## src/rtl/c_bus_writeback_if.sv

```systemverilog
// Memory write bus between the writeback stage (master) and the C memory (slave).
// A transfer completes on the rising edge where mem_req_o && mem_ack_i.
interface c_bus_writeback_if #(
    parameter int ADDR_WIDTH      = 16,
    parameter int BUS_WIDTH_BYTES = 32
);
    logic                         mem_req_o;
    logic [ADDR_WIDTH-1:0]        mem_addr_o;
    logic [8*BUS_WIDTH_BYTES-1:0] mem_wdata_o;
    logic [BUS_WIDTH_BYTES-1:0]   mem_be_o;
    logic                         mem_ack_i;

    modport master (
        output mem_req_o,
        output mem_addr_o,
        output mem_wdata_o,
        output mem_be_o,
        input  mem_ack_i
    );

    modport slave (
        input  mem_req_o,
        input  mem_addr_o,
        input  mem_wdata_o,
        input  mem_be_o,
        output mem_ack_i
    );
endinterface

```

## src/rtl/c_bus_writeback.sv

```systemverilog
// Result-drain stage: packs a row-major element stream little-endian into bus
// words, queues them in a small FIFO and writes them out over a req/ack bus.
module c_bus_writeback #(
    parameter int DATA_WIDTH       = 8,
    parameter int DATA_WIDTH_BYTES = 1,
    parameter int BUS_WIDTH_BYTES  = 32,
    parameter int ADDR_WIDTH       = 16,
    parameter int FIFO_DEPTH       = 4
) (
    input  logic                  clk,
    input  logic                  reset,
    input  logic                  start_i,
    input  logic [15:0]           m_i,
    input  logic [15:0]           p_i,
    input  logic [ADDR_WIDTH-1:0] base_addr_i,
    input  logic                  elem_valid_i,
    input  logic [DATA_WIDTH-1:0] elem_data_i,
    output logic                  elem_ready_o,
    output logic                  busy_o,
    output logic                  done_o,
    c_bus_writeback_if.master     bus
);
    localparam int EPW      = BUS_WIDTH_BYTES / DATA_WIDTH_BYTES;
    localparam int BUS_BITS = 8 * BUS_WIDTH_BYTES;
    localparam int LANE_W   = (EPW > 1) ? $clog2(EPW) : 1;
    localparam int PTR_W    = $clog2(FIFO_DEPTH);
    localparam int CNT_W    = PTR_W + 1;

    typedef enum logic [1:0] {IDLE, RUN, DRAIN, DONE} state_t;

    state_t                state_reg, state_next;
    logic [31:0]           total_reg;
    logic [31:0]           elem_cnt_reg;
    logic [LANE_W-1:0]     lane_reg;
    logic [BUS_BITS-1:0]   pack_reg;
    logic [ADDR_WIDTH-1:0] addr_reg;

    // Packed-word FIFO storage (no reset needed; outputs are gated by the count)
    logic [BUS_BITS-1:0]        data_mem [FIFO_DEPTH];
    logic [BUS_WIDTH_BYTES-1:0] be_mem   [FIFO_DEPTH];
    logic [ADDR_WIDTH-1:0]      addr_mem [FIFO_DEPTH];
    logic [PTR_W-1:0]           wr_ptr_reg, rd_ptr_reg;
    logic [CNT_W-1:0]           count_reg;

    logic [31:0]                total_in;
    logic [ADDR_WIDTH-1:0]      aligned_base;
    logic [BUS_BITS-1:0]        word_next;
    logic [BUS_WIDTH_BYTES-1:0] be_next;
    logic                       fifo_full, fifo_empty;
    logic                       accept, last_elem, word_done, push, pop;

    assign total_in     = {16'd0, m_i} * {16'd0, p_i};
    assign aligned_base = base_addr_i & ~ADDR_WIDTH'(BUS_WIDTH_BYTES - 1);

    // Full is judged on the registered count so ack never reaches ready combinationally
    assign fifo_full  = (count_reg == CNT_W'(FIFO_DEPTH));
    assign fifo_empty = (count_reg == '0);

    assign elem_ready_o = (state_reg == RUN) && !fifo_full;
    assign accept       = elem_valid_i && elem_ready_o;
    assign last_elem    = (elem_cnt_reg == total_reg - 32'd1);
    assign word_done    = (lane_reg == LANE_W'(EPW - 1)) || last_elem;
    assign push         = accept && word_done;
    assign pop          = bus.mem_req_o && bus.mem_ack_i;

    assign busy_o = (state_reg != IDLE);
    assign done_o = (state_reg == DONE);

    // Bus side is presented straight from the FIFO head; zero when nothing is queued
    assign bus.mem_req_o   = !fifo_empty;
    assign bus.mem_addr_o  = fifo_empty ? '0 : addr_mem[rd_ptr_reg];
    assign bus.mem_wdata_o = fifo_empty ? '0 : data_mem[rd_ptr_reg];
    assign bus.mem_be_o    = fifo_empty ? '0 : be_mem[rd_ptr_reg];

    // Insert the incoming element into its lane of the word being packed
    generate
        for (genvar gi = 0; gi < EPW; gi++) begin : g_lane
            assign word_next[gi*DATA_WIDTH +: DATA_WIDTH] =
                (lane_reg == LANE_W'(gi)) ? elem_data_i : pack_reg[gi*DATA_WIDTH +: DATA_WIDTH];
        end
    endgenerate

    // Byte enables cover lanes 0..lane_reg; lane 0 is always filled when a word is pushed
    generate
        for (genvar gi = 0; gi < BUS_WIDTH_BYTES; gi++) begin : g_be
            if (gi < DATA_WIDTH_BYTES) begin : g_first
                assign be_next[gi] = 1'b1;
            end else begin : g_rest
                assign be_next[gi] = (lane_reg >= LANE_W'(gi / DATA_WIDTH_BYTES));
            end
        end
    endgenerate

    // State register
    always_ff @(posedge clk or posedge reset) begin
        if (reset) state_reg <= IDLE;
        else       state_reg <= state_next;
    end

    // Next-state logic
    always_comb begin
        state_next = state_reg;
        case (state_reg)
            IDLE:    if (start_i) state_next = (total_in == 32'd0) ? DONE : RUN;
            RUN:     if (accept && last_elem) state_next = DRAIN;
            DRAIN:   if (fifo_empty) state_next = DONE;
            DONE:    state_next = IDLE;
            default: state_next = IDLE;
        endcase
    end

    // Operation setup, element packing and FIFO pointer/count bookkeeping
    always_ff @(posedge clk or posedge reset) begin
        if (reset) begin
            total_reg    <= '0;
            elem_cnt_reg <= '0;
            lane_reg     <= '0;
            pack_reg     <= '0;
            addr_reg     <= '0;
            wr_ptr_reg   <= '0;
            rd_ptr_reg   <= '0;
            count_reg    <= '0;
        end else begin
            if (state_reg == IDLE && start_i) begin
                total_reg    <= total_in;
                addr_reg     <= aligned_base;
                elem_cnt_reg <= '0;
                lane_reg     <= '0;
                pack_reg     <= '0;
            end
            if (accept) begin
                elem_cnt_reg <= elem_cnt_reg + 32'd1;
                if (word_done) begin
                    lane_reg <= '0;
                    pack_reg <= '0;
                    addr_reg <= addr_reg + ADDR_WIDTH'(BUS_WIDTH_BYTES);
                end else begin
                    lane_reg <= lane_reg + LANE_W'(1);
                    pack_reg <= word_next;
                end
            end
            if (push) wr_ptr_reg <= wr_ptr_reg + PTR_W'(1);
            if (pop)  rd_ptr_reg <= rd_ptr_reg + PTR_W'(1);
            case ({push, pop})
                2'b10:   count_reg <= count_reg + CNT_W'(1);
                2'b01:   count_reg <= count_reg - CNT_W'(1);
                default: count_reg <= count_reg;
            endcase
        end
    end

    // FIFO write port: the completed word goes in on the edge its last lane is accepted
    always_ff @(posedge clk) begin
        if (push) begin
            data_mem[wr_ptr_reg] <= word_next;
            be_mem[wr_ptr_reg]   <= be_next;
            addr_mem[wr_ptr_reg] <= addr_reg;
        end
    end
endmodule

```

## src/flat_wrapper.sv

```systemverilog
// flat-port wrapper written by rule: the top's interface ports become plain ports
module c_bus_writeback_flat 
#(
    parameter int DATA_WIDTH       = 8,
    parameter int DATA_WIDTH_BYTES = 1,
    parameter int BUS_WIDTH_BYTES  = 32,
    parameter int ADDR_WIDTH       = 16,
    parameter int FIFO_DEPTH       = 4
)
  (clk, reset, start_i, m_i, p_i, base_addr_i, elem_valid_i, elem_data_i, elem_ready_o, busy_o, done_o, bus_mem_req_o, bus_mem_addr_o, bus_mem_wdata_o, bus_mem_be_o, bus_mem_ack_i);
  c_bus_writeback_if #(.ADDR_WIDTH(ADDR_WIDTH), .BUS_WIDTH_BYTES(BUS_WIDTH_BYTES)) bus_i ();
  input  logic clk;
  input  logic reset;
  input  logic start_i;
  input  logic [15:0] m_i;
  input  logic [15:0] p_i;
  input  logic [ADDR_WIDTH-1:0] base_addr_i;
  input  logic elem_valid_i;
  input  logic [DATA_WIDTH-1:0] elem_data_i;
  output logic elem_ready_o;
  output logic busy_o;
  output logic done_o;
  output wire logic [$bits(bus_i.mem_req_o)-1:0] bus_mem_req_o;
  output wire logic [$bits(bus_i.mem_addr_o)-1:0] bus_mem_addr_o;
  output wire logic [$bits(bus_i.mem_wdata_o)-1:0] bus_mem_wdata_o;
  output wire logic [$bits(bus_i.mem_be_o)-1:0] bus_mem_be_o;
  input wire logic [$bits(bus_i.mem_ack_i)-1:0] bus_mem_ack_i;
  assign bus_mem_req_o = bus_i.mem_req_o;
  assign bus_mem_addr_o = bus_i.mem_addr_o;
  assign bus_mem_wdata_o = bus_i.mem_wdata_o;
  assign bus_mem_be_o = bus_i.mem_be_o;
  assign bus_i.mem_ack_i = bus_mem_ack_i;
  c_bus_writeback #(.DATA_WIDTH(DATA_WIDTH), .DATA_WIDTH_BYTES(DATA_WIDTH_BYTES), .BUS_WIDTH_BYTES(BUS_WIDTH_BYTES), .ADDR_WIDTH(ADDR_WIDTH), .FIFO_DEPTH(FIFO_DEPTH)) u_core (.clk(clk), .reset(reset), .start_i(start_i), .m_i(m_i), .p_i(p_i), .base_addr_i(base_addr_i), .elem_valid_i(elem_valid_i), .elem_data_i(elem_data_i), .elem_ready_o(elem_ready_o), .busy_o(busy_o), .done_o(done_o), .bus(bus_i));
endmodule
```

## config.mk

```make
export PLATFORM = sky130hd
export DESIGN_NAME = c_bus_writeback_flat
export DESIGN_NICKNAME = d
export VERILOG_FILES = /design/src/rtl/c_bus_writeback_if.sv /design/src/rtl/c_bus_writeback.sv /design/src/flat_wrapper.sv
export SDC_FILE = /design/constraint.sdc
export NUM_CORES = 2
export LEC_CHECK = 0
export CORE_AREA = 2 2 429 431
export DETAILED_ROUTE_END_ITERATION = 16
export DIE_AREA = 0 0 431 433
export DONT_BUFFER_PORTS = 1
export GPL_TIMING_DRIVEN = 0
export PLACE_DENSITY = 0.57
export SLEW_MARGIN = 20
export SYNTH_ARGS = -nofsm -noshare
export SYNTH_HDL_FRONTEND = slang
export SYNTH_SLANG_ARGS = --single-unit
```

## constraint.sdc

```tcl
create_clock -name clk -period 21.9 [get_ports clk]
set_input_delay 3.285 -clock clk [delete_from_list [all_inputs] [get_ports clk]]
set_output_delay 3.285 -clock clk [all_outputs]
set_load 0.005 [all_outputs]
```

After elaboration in Yosys (flattened, before gate mapping)
Memory sizes are Yosys's and may differ from the RTL's. Cells that the tools add are included.

Add/subtract/negate cells: 8. Multipliers: 1. Divide/modulo/power cells: 0. $lt $le $gt $ge: 31. Eq/ne operators: 41. Shifts and indexed selects: 0. Multiplexer cells: 54. Bitwise gates (word level): 0. Reductions and logical operators: 17.

Operators by type and width (number): 2-to-1 mux 256 bit (4); 2-to-1 mux 8 bit (32); 2-to-1 mux 32 bit (3); equality test 5 bit, second input constant (16); >= comparator 5 bit, second input constant (16); 2-to-1 mux 16 bit (4); equality test 5 x 4 -> 1 bit, second input constant (8); >= comparator 5 x 4 -> 1 bit, second input constant (8); adder 32 x 1 -> 32 bit, second input constant (1); equality test 32 bit (1); zero test 32 bit (1); multiplier 16 x 16 -> 32 bit (1); subtractor 32 x 1 -> 32 bit, second input constant (1); equality test 5 x 3 -> 1 bit, second input constant (4); >= comparator 5 x 3 -> 1 bit, second input constant (4); adder 16 x 6 -> 16 bit, second input constant (1); 2-to-1 mux 5 bit (3); equality test 5 x 2 -> 1 bit, second input constant (2); >= comparator 5 x 2 -> 1 bit, second input constant (2); 2-to-1 mux 2 bit (4); case mux 2 bit (4 select lines) (1); equality test 2 bit, second input constant (3); logical AND 1 bit (6); case mux 3 bit (2 select lines) (1); other kinds (18) (25).

Flip-flop bits (word level): 350. Latch bits: 0. Bits in writable memories: 1212. Memory bits (read-only): 0. Input port bits: 61. Output and inout port bits: 308. Logic and storage cells: 164. Memories: 3.

Memories: u_core.data_mem (words 4, width 256, rd ports 1, clocked after Yosys merged registers in 0, wr ports 1, line c_bus_writeback.sv:39) `logic [BUS_BITS-1:0] data_mem [FIFO_DEPTH];`; u_core.be_mem (words 4, width 31, rd ports 1, clocked after Yosys merged registers in 0, wr ports 1, line c_bus_writeback.sv:40) `logic [BUS_WIDTH_BYTES-1:0] be_mem [FIFO_DEPTH];`; u_core.addr_mem (words 4, width 16, rd ports 1, clocked after Yosys merged registers in 0, wr ports 1, line c_bus_writeback.sv:41) `logic [ADDR_WIDTH-1:0] addr_mem [FIFO_DEPTH];`.

Longest topological paths before layout
Word-level depth: 7. Mapped depth: 25. Mapped depth without buffers: 23.

Least setup slack after synthesis
No wires, ideal clock.

Path type: input -> register. Start point: in elem_valid_i. End point: mem u_core.addr_mem[0][0], enable pin. Arrival time: 11.027 ns. Required time: 21.197 ns. Slack: 10.170 ns. Stages on the path: 8. Path buffers: 3. Cell sequence: and2_1 -> clkbuf_1 -> nand2_1 -> a21oi_2 -> a22o_4 -> buf_8 -> buf_6 -> and2_1.

Cells in the longest elaborated chain, start to end: 4.

Ends and longest elaborated chain: start, declared (line flat_wrapper.sv:18) `input logic elem_valid_i;`; logical AND 1 bit (line c_bus_writeback.sv:60) `assign accept = elem_valid_i && elem_ready_o;`; logical AND 1 bit (line c_bus_writeback.sv:63) `assign push = accept && word_done;`; 2-to-1 mux 1 bit (line c_bus_writeback.sv:154) `if (push) begin`; 2-to-1 mux 1 bit (not written as such) (line c_bus_writeback.sv:157) `addr_mem[wr_ptr_reg] <= addr_reg;`; end, declared (line c_bus_writeback.sv:41).

No other way between the ends.

Worst setup path after layout
Start point: in m_i[9]. End point: reg u_core.state_reg[1].

Cells in the longest elaborated chain, start to end: 5.

Ends and longest elaborated chain: start, declared (line flat_wrapper.sv:15) `input logic [15:0] m_i;`; multiplier 16 x 16 -> 32 bit (line c_bus_writeback.sv:52) `assign total_in = {16'd0, m_i} * {16'd0, p_i};`; zero test 32 bit (line c_bus_writeback.sv:104) `IDLE: if (start_i) state_next = (total_in == 32'd0) ? DONE : RUN;`; 2-to-1 mux 2 bit (2 in series) (line c_bus_writeback.sv:104); case mux 2 bit (4 select lines) (line c_bus_writeback.sv:103) `case (state_reg)`; end signal, assigned (line c_bus_writeback.sv:97) `else state_reg <= state_next;`; end, declared (line c_bus_writeback.sv:31) `state_t state_reg, state_next;`.

No other way between the ends. The select of a mux whose other input is x is not followed. A chain may end at the register's enable or synchronous reset.

==> impl_metrics.yaml <==
floorplan:
  rows: 157
  coreArea_sq_um: 182100
  ioPinCount: 369
  dieArea_sq_um: 186600
  initial_core_util_pct: 39.83
  die_h_um: 433
  die_w_um: 431
job:
  cap_viol_max_count: 0
final_layout:
  instances_no_fill: 7308
  final_util_pct: 44.88
  nNetsFinal: 5168
  layout_common_cells: "1212 x edfxtp_1, 432 x and2_1, 350 x dfrtp_1"
  regArea_sq_um: 45150
  area.growth.synth_to_final_pct: 12.69
  fillers: 16030
  largest_reg_flops: 1024
  final_common_cell: "edfxtp_1"
  drive_gt1_share_pct: 19.19
  multiInputGateArea_sq_um: 25190
power:
  max-vdd-ir-drop_mv: 0.1473
  power.density_nw_per_um2: 124.8
  p_leak_uw: 0.03044
setup_path:
  cp.depth: 22
  worstPathMaxFanout: 10
  path_buf_inv: 5
  reg2reg_slack_ns: 16.47
  crit_path_start_kind: "primary input"
  cp-startpoint: "m_i[9]"
  cpMaxStageDelayCell: "fa_1"
  critical_path_class: "in -> reg"
  timing.rr.start: "u_core.total_reg[2]"
  crit_chain: "clkbuf_1 > nand2_1 > fa_1 > fa_1 > fa_1 > fa_1 > inv_1 > fa_1 > inv_1 > fa_1 > inv_1 > ha_1 > clkbuf_1 > nand2_1 > a21oi_1 > a21oi_1 > o21a_1 > o311ai_0 > o21ai_0 > nor4_1 > nand4_1 > a31oi_1"
  max_stage_delay_ns: 0.59
  worstPathArrival_ns: 10.11
  crit_family: "adder cells"
  r2r_cells: 14
  crit_path_frequent_cell: "fa_1"
  critPathCaptureType: "flop"
  worstPathRequired_ns: 22.62
clock_tree:
  cts-resized-gates: 0
  post-cts-setup-buffers: 0
  worstSkewPairLatency_ns: 0.79
  clkTransAtPathRegs_ns: 0.07
  cts.sinks: 1562
  cts-root-buf: "clkbuf_16"
  cts-hold-fix-buffers: 0
  cts_made_buffers: 151
  clockBufferDepth: 3
  h-tree-depth: 4
  tritoncts: "done"
place:
  placed_cells: 7021
  place.gp.congestion: 0.8640
  dpl.hpwl_mm: 132.5
  port_buffers: 0
routing:
  vias_per_cell: 5.459
  vias: 39890
  avgRoutedWirePerCell_um: 26.12
  drtPass1Iterations: 7
  ant_nets: 0
  drtIter0Drc: 3305
  finalWirelength_mm: 190.9
  route.detailed.drc: 0
synthesis:
  async_flop_share_pct: 22.41
  syn_nets: 4968
  synth_cells: 4589
  yosys-top-cells-area: "edfxtp_1 50%, dfrtp_1 12%, mux4_2 9.4%"
  synth_top_flop_cell: "edfxtp_1"
  synth_cell_types: 85
  synth_edf_count: 1212
  synth_top_cell_area_share_pct: 50.18
  avgSynthCellArea_sq_um: 15.81
  synth_area_sq_um: 72530
  ys_ff_latch: 1562
  synth_top_area_cell: "edfxtp_1"
  yosysSeqAreaShare_pct: 62.26
  yosys_warnings: 0
timing:
  tns_ns: 0
  worst_pin_slew_ns: 1.221
  clock-skew-final_ns: 0.02292
  post-route-period-util_pct: 42.91
  finalSetupViolCount: 0
  rsz0062_at_grt: "no"
  final-hold-violation-count: 0
  finalMaxSlewViolations: 0
  maxSlewHeadroom_pct: 18.57
  max_clock_freq_mhz: 106.4
  fin_crit_ns: 9.398
global_routing:
  grt_pass1_wl_mm: 280.2
  grt_usage_pct: 20.40
  antenna_found_initial: 19
  gr-total-overflow: 0
  first_global_vias: 40740
  grt_max_degree: 91
min_path:
  hold_class: "reg -> reg"
  whs_path_depth: 1
  hp-start: "u_core.count_reg[2]"
outcome:
  outcome: "completed"
-- through the flow --
step	instance area (sq um)	total power, uW	hold WS, ns	setup slack, ns
final	81730	10200	0.4952	12.50
after global routing	81720	10860	0.5109	11.93
after CTS	81720	10330	0.4938	12.51
after detailed placement	76670	7681	0.4815	11.64
after global placement	75510	7678	0.4778	3.063
after floorplan	72530	6378	0.4552	8.908
-- cell usage after synthesis, drive strengths merged (54+ instances only) --
library cell	number
a21oi	54
a22o	258
and2	436
buf	80
clkbuf	199
dfrtp	350
edfxtp	1212
fa	195
ha	123
inv	280
mux2	259
mux4	303
nand2	295
nand3	69
nor2	60
o21ai	81
-- path summary, 6_finish.rpt --
| kind | end |
|---|---|
| min reg2reg | u_core.count_reg[2] |
| min | u_core.count_reg[2] |
| min in group asynchronous | u_core.addr_reg[2] |
| max reg2reg | u_core.data_mem[1][180] |
| max | u_core.state_reg[1] |
| max in group asynchronous | u_core.pack_reg[118] |
-- layout make-up --
| class | count | share of cell area [%] |
|---|---|---|
| Antenna cell | 3 | 0.009185 |
| Buffer | 279 | 1.485 |
| Clock buffer | 216 | 5.232 |
| Clock inverter | 68 | 0.9461 |
| Inverter | 281 | 1.300 |
| Multi-Input combinational cell | 2467 | 30.82 |
| Sequential cell | 1562 | 55.25 |
| Tap cell | 2385 | 3.651 |
| Timing Repair Buffer | 47 | 1.313 |
-- per-layer routing --
metal,GRT usage (%),share of wire (%),vias to the layer above
li1,-,-,17560
met1,26.97,42,21060
met2,34.87,50,1043
met3,3.134,4.9,232
met4,5.971,2.7,2
met5,0,0.010,-
-- cells by family (layout without fill, tap and decap cells) --
logic type	count (synthesis)	count (layout)	synth area share (%)
XOR/XNOR	65	65	0.7849
flip-flops	1562	1562	62.26
other	0	3	0
multiplexers	571	571	13.55
AO/OA/AOI/OAI	519	519	5.489
adder cells (fa/ha/maj)	318	318	7.504
buffers and inverters	560	891	3.072
AND/OR/NAND/NOR	994	994	7.340
-- power breakdown --
group	internal, uW	leakage, uW	switching [uW]
sequential	3280	0.0159	81.3
clock	1510	0.00247	1140
combinational	1600	0.0120	2590
(Power assumes the default switching activity.)
